### config.mk
export PLATFORM = sky130hd
export DESIGN_NAME = servo_frame_scheduler_flat
export DESIGN_NICKNAME = d
export VERILOG_FILES = /design/src/rtl/servo_frame_scheduler_if.sv /design/src/rtl/servo_frame_scheduler.sv /design/src/flat_wrapper.sv
export SDC_FILE = /design/constraint.sdc
export NUM_CORES = 1
export LEC_CHECK = 0
export CORE_ASPECT_RATIO = 1.25
export CORE_MARGIN = 2
export CORE_UTILIZATION = 25
export DETAILED_ROUTE_END_ITERATION = 7
export PLACE_DENSITY_LB_ADDON = 0.12
export SKIP_CTS_REPAIR_TIMING = 1
export SYNTH_ARGS = -nofsm -noshare
export SYNTH_HDL_FRONTEND = slang
export SYNTH_SLANG_ARGS = --single-unit
### constraint.sdc
create_clock -name clk -period 10.1 [get_ports clk]
set_input_delay 2.02 -clock clk [delete_from_list [all_inputs] [get_ports clk]]
set_output_delay 2.02 -clock clk [all_outputs]
set_load 0.02 [all_outputs]
### src/rtl/servo_frame_scheduler_if.sv
// Command channel between a position source and the servo frame scheduler:
// valid/ready handshake carrying a channel index and a target angle, plus a clamp-error pulse.
interface servo_frame_scheduler_if;
    logic       cmd_valid;
    logic       cmd_ready;
    logic [1:0] cmd_ch;
    logic [7:0] cmd_pos;
    logic       cmd_err;

    modport master (output cmd_valid, cmd_ch, cmd_pos, input cmd_ready, cmd_err);
    modport slave  (input cmd_valid, cmd_ch, cmd_pos, output cmd_ready, cmd_err);
endinterface

### src/rtl/servo_frame_scheduler.sv
// Per-frame servo position scheduler: latches commanded targets and, once per frame,
// slews every channel's current position toward its target by at most MAX_STEP degrees.
module servo_frame_scheduler #(
    parameter int NUM_CH       = 4,
    parameter int FRAME_CYCLES = 1000000,
    parameter int MAX_STEP     = 4,
    parameter int INIT_POS     = 90
) (
    input  logic                    clk,
    input  logic                    rst,
    input  logic                    enable,
    servo_frame_scheduler_if.slave  cmd,
    output logic [8*NUM_CH-1:0]     pos_out,
    output logic                    frame_tick
);

    localparam int CNT_W = (FRAME_CYCLES > 2) ? $clog2(FRAME_CYCLES) : 1;
    localparam int IDX_W = (NUM_CH > 1) ? $clog2(NUM_CH) : 1;
    localparam logic [7:0] MAX_POS = 8'd180;

    typedef enum logic {IDLE, UPDATE} state_t;

    state_t           state_q, state_d;
    logic [CNT_W-1:0] cnt_q, cnt_d;
    logic [IDX_W-1:0] idx_q, idx_d;
    logic             tick_q, tick_d;
    logic             ready_q, ready_d;
    logic             err_q, err_d;
    logic [7:0]       target_q [NUM_CH];
    logic [7:0]       target_d [NUM_CH];
    logic [7:0]       cur_q    [NUM_CH];
    logic [7:0]       cur_d    [NUM_CH];
    logic             accept;

    // 9-bit difference so neither direction can wrap; target is already clamped to 180.
    function automatic logic [7:0] slew(input logic [7:0] tgt, input logic [7:0] pos);
        logic [8:0] diff;
        logic [8:0] step;
        if (tgt >= pos) diff = {1'b0, tgt} - {1'b0, pos};
        else            diff = {1'b0, pos} - {1'b0, tgt};
        step = (diff > 9'(MAX_STEP)) ? 9'(MAX_STEP) : diff;
        if (tgt >= pos) slew = 8'({1'b0, pos} + step);
        else            slew = 8'({1'b0, pos} - step);
    endfunction

    assign accept = cmd.cmd_valid && ready_q;

    always_comb begin
        cnt_d  = (cnt_q == CNT_W'(FRAME_CYCLES - 1)) ? '0 : cnt_q + CNT_W'(1);
        // Tick is registered, so it is high while the counter sits at its last value.
        tick_d = (cnt_d == CNT_W'(FRAME_CYCLES - 1));
    end

    always_comb begin
        state_d = state_q;
        idx_d   = idx_q;
        case (state_q)
            IDLE: begin
                if (tick_q && enable) begin
                    state_d = UPDATE;
                    idx_d   = '0;
                end
            end
            UPDATE: begin
                if (int'(idx_q) == NUM_CH - 1) state_d = IDLE;
                else                           idx_d   = idx_q + IDX_W'(1);
            end
            default: state_d = IDLE;
        endcase
        ready_d = (state_d == IDLE);
        err_d   = accept && (cmd.cmd_pos > MAX_POS);
    end

    always_comb begin
        for (int k = 0; k < NUM_CH; k++) begin
            target_d[k] = target_q[k];
            cur_d[k]    = cur_q[k];
            if (accept && int'(cmd.cmd_ch) == k)
                target_d[k] = (cmd.cmd_pos > MAX_POS) ? MAX_POS : cmd.cmd_pos;
            if (state_q == UPDATE && int'(idx_q) == k)
                cur_d[k] = slew(target_q[k], cur_q[k]);
        end
    end

    always_ff @(posedge clk or posedge rst) begin
        if (rst) begin
            state_q <= IDLE;
            cnt_q   <= '0;
            idx_q   <= '0;
            tick_q  <= 1'b0;
            ready_q <= 1'b0;
            err_q   <= 1'b0;
            for (int k = 0; k < NUM_CH; k++) begin
                target_q[k] <= 8'(INIT_POS);
                cur_q[k]    <= 8'(INIT_POS);
            end
        end else begin
            state_q <= state_d;
            cnt_q   <= cnt_d;
            idx_q   <= idx_d;
            tick_q  <= tick_d;
            ready_q <= ready_d;
            err_q   <= err_d;
            for (int k = 0; k < NUM_CH; k++) begin
                target_q[k] <= target_d[k];
                cur_q[k]    <= cur_d[k];
            end
        end
    end

    genvar gi;
    generate
        for (gi = 0; gi < NUM_CH; gi++) begin : g_lane
            assign pos_out[8*gi +: 8] = cur_q[gi];
        end
    endgenerate

    assign frame_tick    = tick_q;
    assign cmd.cmd_ready = ready_q;
    assign cmd.cmd_err   = err_q;

endmodule

### src/flat_wrapper.sv
// flat-port wrapper written by rule: the top's interface ports become plain ports
module servo_frame_scheduler_flat 
#(
    parameter int NUM_CH       = 4,
    parameter int FRAME_CYCLES = 1000000,
    parameter int MAX_STEP     = 4,
    parameter int INIT_POS     = 90
)
  (clk, rst, enable, pos_out, frame_tick, cmd_cmd_valid, cmd_cmd_ch, cmd_cmd_pos, cmd_cmd_ready, cmd_cmd_err);
  servo_frame_scheduler_if cmd_i ();
  input  logic clk;
  input  logic rst;
  input  logic enable;
  output logic [8*NUM_CH-1:0] pos_out;
  output logic frame_tick;
  input wire logic [$bits(cmd_i.cmd_valid)-1:0] cmd_cmd_valid;
  input wire logic [$bits(cmd_i.cmd_ch)-1:0] cmd_cmd_ch;
  input wire logic [$bits(cmd_i.cmd_pos)-1:0] cmd_cmd_pos;
  output wire logic [$bits(cmd_i.cmd_ready)-1:0] cmd_cmd_ready;
  output wire logic [$bits(cmd_i.cmd_err)-1:0] cmd_cmd_err;
  assign cmd_i.cmd_valid = cmd_cmd_valid;
  assign cmd_i.cmd_ch = cmd_cmd_ch;
  assign cmd_i.cmd_pos = cmd_cmd_pos;
  assign cmd_cmd_ready = cmd_i.cmd_ready;
  assign cmd_cmd_err = cmd_i.cmd_err;
  servo_frame_scheduler #(.NUM_CH(NUM_CH), .FRAME_CYCLES(FRAME_CYCLES), .MAX_STEP(MAX_STEP), .INIT_POS(INIT_POS)) u_core (.clk(clk), .rst(rst), .enable(enable), .cmd(cmd_i), .pos_out(pos_out), .frame_tick(frame_tick));
endmodule
==> run_results.csv <==
group,metric,value,unit
synth,synth_enable_flop_cells,0,
clock_network,cts_buffers,9,
grt,first_global_vias,7303,
floorplanning,floorplan.die_area,0.0361,mm2
worst_setup_path,timing_worst_setup_path_type,"flip-flop to flip-flop",
synth,synthArstFlopShare,100,%
synth,postSynthAreaPerCell,8.32,um2
sta,hold_violations_final,0,
worst_setup_path,rrSetupSlack,4200,ps
grt,overflow,0,
clock_network,max-clock-path-buffers,2,
drt,drtIter0Drc,243,
sta,timing_worst_slew_pin_value,850,ps
sta,rsz0062_at_grt,"false",
synth,synth_ff_type,"dfrtp_1",
drt,num_vias,7228,
drt,routed_wl,24.1,mm
sta,finalCriticalPeriod,5900,ps
sta,max-slew-margin-rel,43.0,%
placement,gp_congestion,0.813,
sta,clock-skew-final,13.6,ps
synth,post_synth_num_cell_types,82,
clock_network,cts_sinks,90,
drt,routed_via_density,4.84,
placement,dp_hpwl,18.9,mm
power,power-per-cell-area,135,mW/mm2
synth,mappedNetlistArea,0.00864,mm2
power,vdd_drop_max,0.0703,mV
worst_setup_path,worstPathArrival,6150,ps
sta,finalSetupViolCount,0,
cells_and_area,nFillCells,3690,
cells_and_area,layout.cells.most_common,"nand2_1",
worst_setup_path,worstSetupStartpointType,"flip-flop",
run,max_cap_violations,0,
worst_setup_path,worst_ep_required_time,10350,ps
floorplanning,placement_rows,76,
drt,length_of_routed_met2_wiring,12.1,mm
cells_and_area,layout.core_utilization,28.6,%
cells_and_area,finalNonFillerCells,1494,
worst_setup_path,cp.buffers_inverters,1,
sta,fin_tns_setup,0,ps
floorplanning,start_util,25.2,%
floorplanning,ioPinCount,49,
drt,wl_met3,641,um
worst_setup_path,worst-path-max-fanout,11,
worst_setup_path,timing.critical_path.cells,"inv_1, ha_1, a21oi_1, o21ai_0, a21oi_2, nand2_1, o211ai_1, and4b_1, and2_1, o21a_1, o21ai_0, ha_1, a22o_1, ha_1, a21o_1, a21oi_1, o21ai_0, o41ai_1, nand2_1, o311a_1, xnor2_1",
worst_setup_path,cp_slowest_cell,"dfstp_2",
floorplanning,fp.dieW,170,um
cells_and_area,num_antenna_cells,0,
worst_setup_path,end_kind,"flip-flop",
synth,synth-warning-count,0,
clock_network,htreeDepth,3,
clock_network,clock_latency,370,ps
sta,achievable-frequency,169,MHz
synth,synth.yosys.seq_area_share,26.5,%
clock_network,worst_setup_hold_path_clk_slew,70,ps
grt,initial_antenna_violation_count,0,
cells_and_area,final_cell_mix,"nand2_1, ha_1, inv_1",
worst_setup_path,cp_top_family,"compound AO/OA/AOI/OAI gates",
outcome,status,"complete, no violations",
drt,drt.antenna.violating_nets,0,
synth,synth_seq_cells,90,
grt,tot_gr_track_use,14.1,%
worst_setup_path,critical-path-max-stage-delay,590,ps
grt,maximum_number_of_pins_on_one_net_before_global_route_repair,61,
cells_and_area,layout_overhead_on_the_synthesized_area,13.2,%
drt,routedWlPerCell,16.1,um
clock_network,ctsRootBufferMaster,"clkbuf_16",
cells_and_area,final_net_count,1187,
power,static-leakage-power,0.00410,uW
floorplanning,core_area,0.0342,mm2
drt,routedLengthMet1,10.9,mm
placement,port_buffer_count,48,
cells_and_area,final_layout_size_suffix_gt1_share,8.83,%
synth,post_synthesis_cell_count,1038,
placement,place_inst,1478,
drt,drt-pass1-iter-count,4,
grt,first_pass_grt_wire_length,39.8,mm
sta,final-max-slew-violation-count,0,
min_path,hp-class,"flip-flop to flip-flop",
drt,highest_layer,"met4",
sta,timing.final.crit_share,58.4,%
clock_network,cts_tree,"yes",
synth,postSynthNetCount,1165,
drt,route.detailed.drc,0,
floorplanning,dieHeight,212,um
## worst register-to-register path, cell delays in order, from the launching register on
cell,delay [ps]
dfstp_2,590
inv_1,60
ha_1,440
a21oi_1,240
o21ai_0,160
a21oi_2,390
nand2_1,280
o211ai_1,240
and4b_1,270
and2_1,220
o21a_1,280
o21ai_0,140
ha_1,300
a22o_1,250
ha_1,280
a21o_1,150
a21oi_1,210
o21ai_0,180
o41ai_1,470
nand2_1,130
o311a_1,370
xnor2_1,120
## routing by layer
layer / global-route usage, % / up-vias
met5: 0 / -
met4: 5.31 / 0
met3: 1.96 / 24
met2: 24.6 / 93
met1: 17.4 / 3417
li1: - / 3694
## cell usage after synthesis (all sizes together) (7+ instances only)
master / instances / area, um2
nor4: 7 / 43.8
xor2: 30 / 263
and3: 11 / 68.8
a21o: 21 / 158
clkbuf: 26 / 100
o2111ai: 7 / 61.3
a31oi: 7 / 43.8
inv: 90 / 338
dfstp: 32 / 841
a211oi: 11 / 82.6
nor2: 62 / 233
nand3: 31 / 155
xnor2: 29 / 262
nand2b: 18 / 113
dfrtp: 58 / 1450
o21ai: 84 / 424
ha: 101 / 1260
nand4: 10 / 68.8
or3: 9 / 56.3
buf: 12 / 81.3
nor3: 24 / 136
a21boi: 8 / 63.8
nand2: 114 / 430
or2: 9 / 56.3
o21bai: 10 / 75.1
o21a: 9 / 75.1
mux2: 16 / 180
a21oi: 84 / 432
fa: 12 / 240
nor2b: 16 / 100
## final timing paths
kind | start | end | cells after the start
worst max-delay path | u_core.pos_out[6] | u_core.pos_out[7] | 21
worst min-delay path | u_core.cnt_q[4] | u_core.cnt_q[4] | 1
worst max register to register | u_core.pos_out[6] | u_core.pos_out[7] | 21
worst min register to register | u_core.cnt_q[4] | u_core.cnt_q[4] | 1
max in group asynchronous | rst | u_core.pos_out[31] | 3
min in group asynchronous | rst | u_core.frame_tick | 2
## sequential cells by signal (all words and copies together) (netlist names)
register              cells
u_core.cmd.cmd_err        1
u_core.cmd.cmd_ready      1
u_core.cnt_q             20
u_core.frame_tick         1
u_core.idx_q              2
u_core.pos_out           32
u_core.state_q            1
u_core.target_q          32
## power breakdown
group / leakage [uW] / internal, uW / switching [uW] / total (uW)
registers: 0.00109 / 389 / 23.8 / 413
clock network: 0.000144 / 192 / 161 / 353
logic: 0.00286 / 219 / 333 / 552
## through the flow
stage                     power, uW  area [um2]  worst slack, ps  hold WS (ps)
after floorplan                 850        8640             4910           457
after global placement          979        9490             4020           482
after detailed placement        973        9490             4130           482
after CTS                      1340        9770             4120           494
after global routing           1430        9770             3720           515
final                          1320        9770             4200           495
## area by class of cell
class / count / area (um2) / area share [%]
tap: 429 / 537 / 5.49
multi-input combinational: 819 / 5830 / 59.6
inverter: 91 / 344 / 3.52
timing repair buffer: 49 / 488 / 4.99
sequential: 90 / 2290 / 23.5
clock inverter: 5 / 53.8 / 0.550
clock buffer: 11 / 233 / 2.38
## logic make-up after synthesis
kind of cell,synth area share (%)
buffers and inverters,6.06
adder cells (fa/ha/maj),17.4
flip-flops,26.5
AO/OA/AOI/OAI,21.7
XOR/XNOR,6.07
AND/OR/NAND/NOR,19.3
multiplexers,2.93
Power figures use the tool's default switching activity.
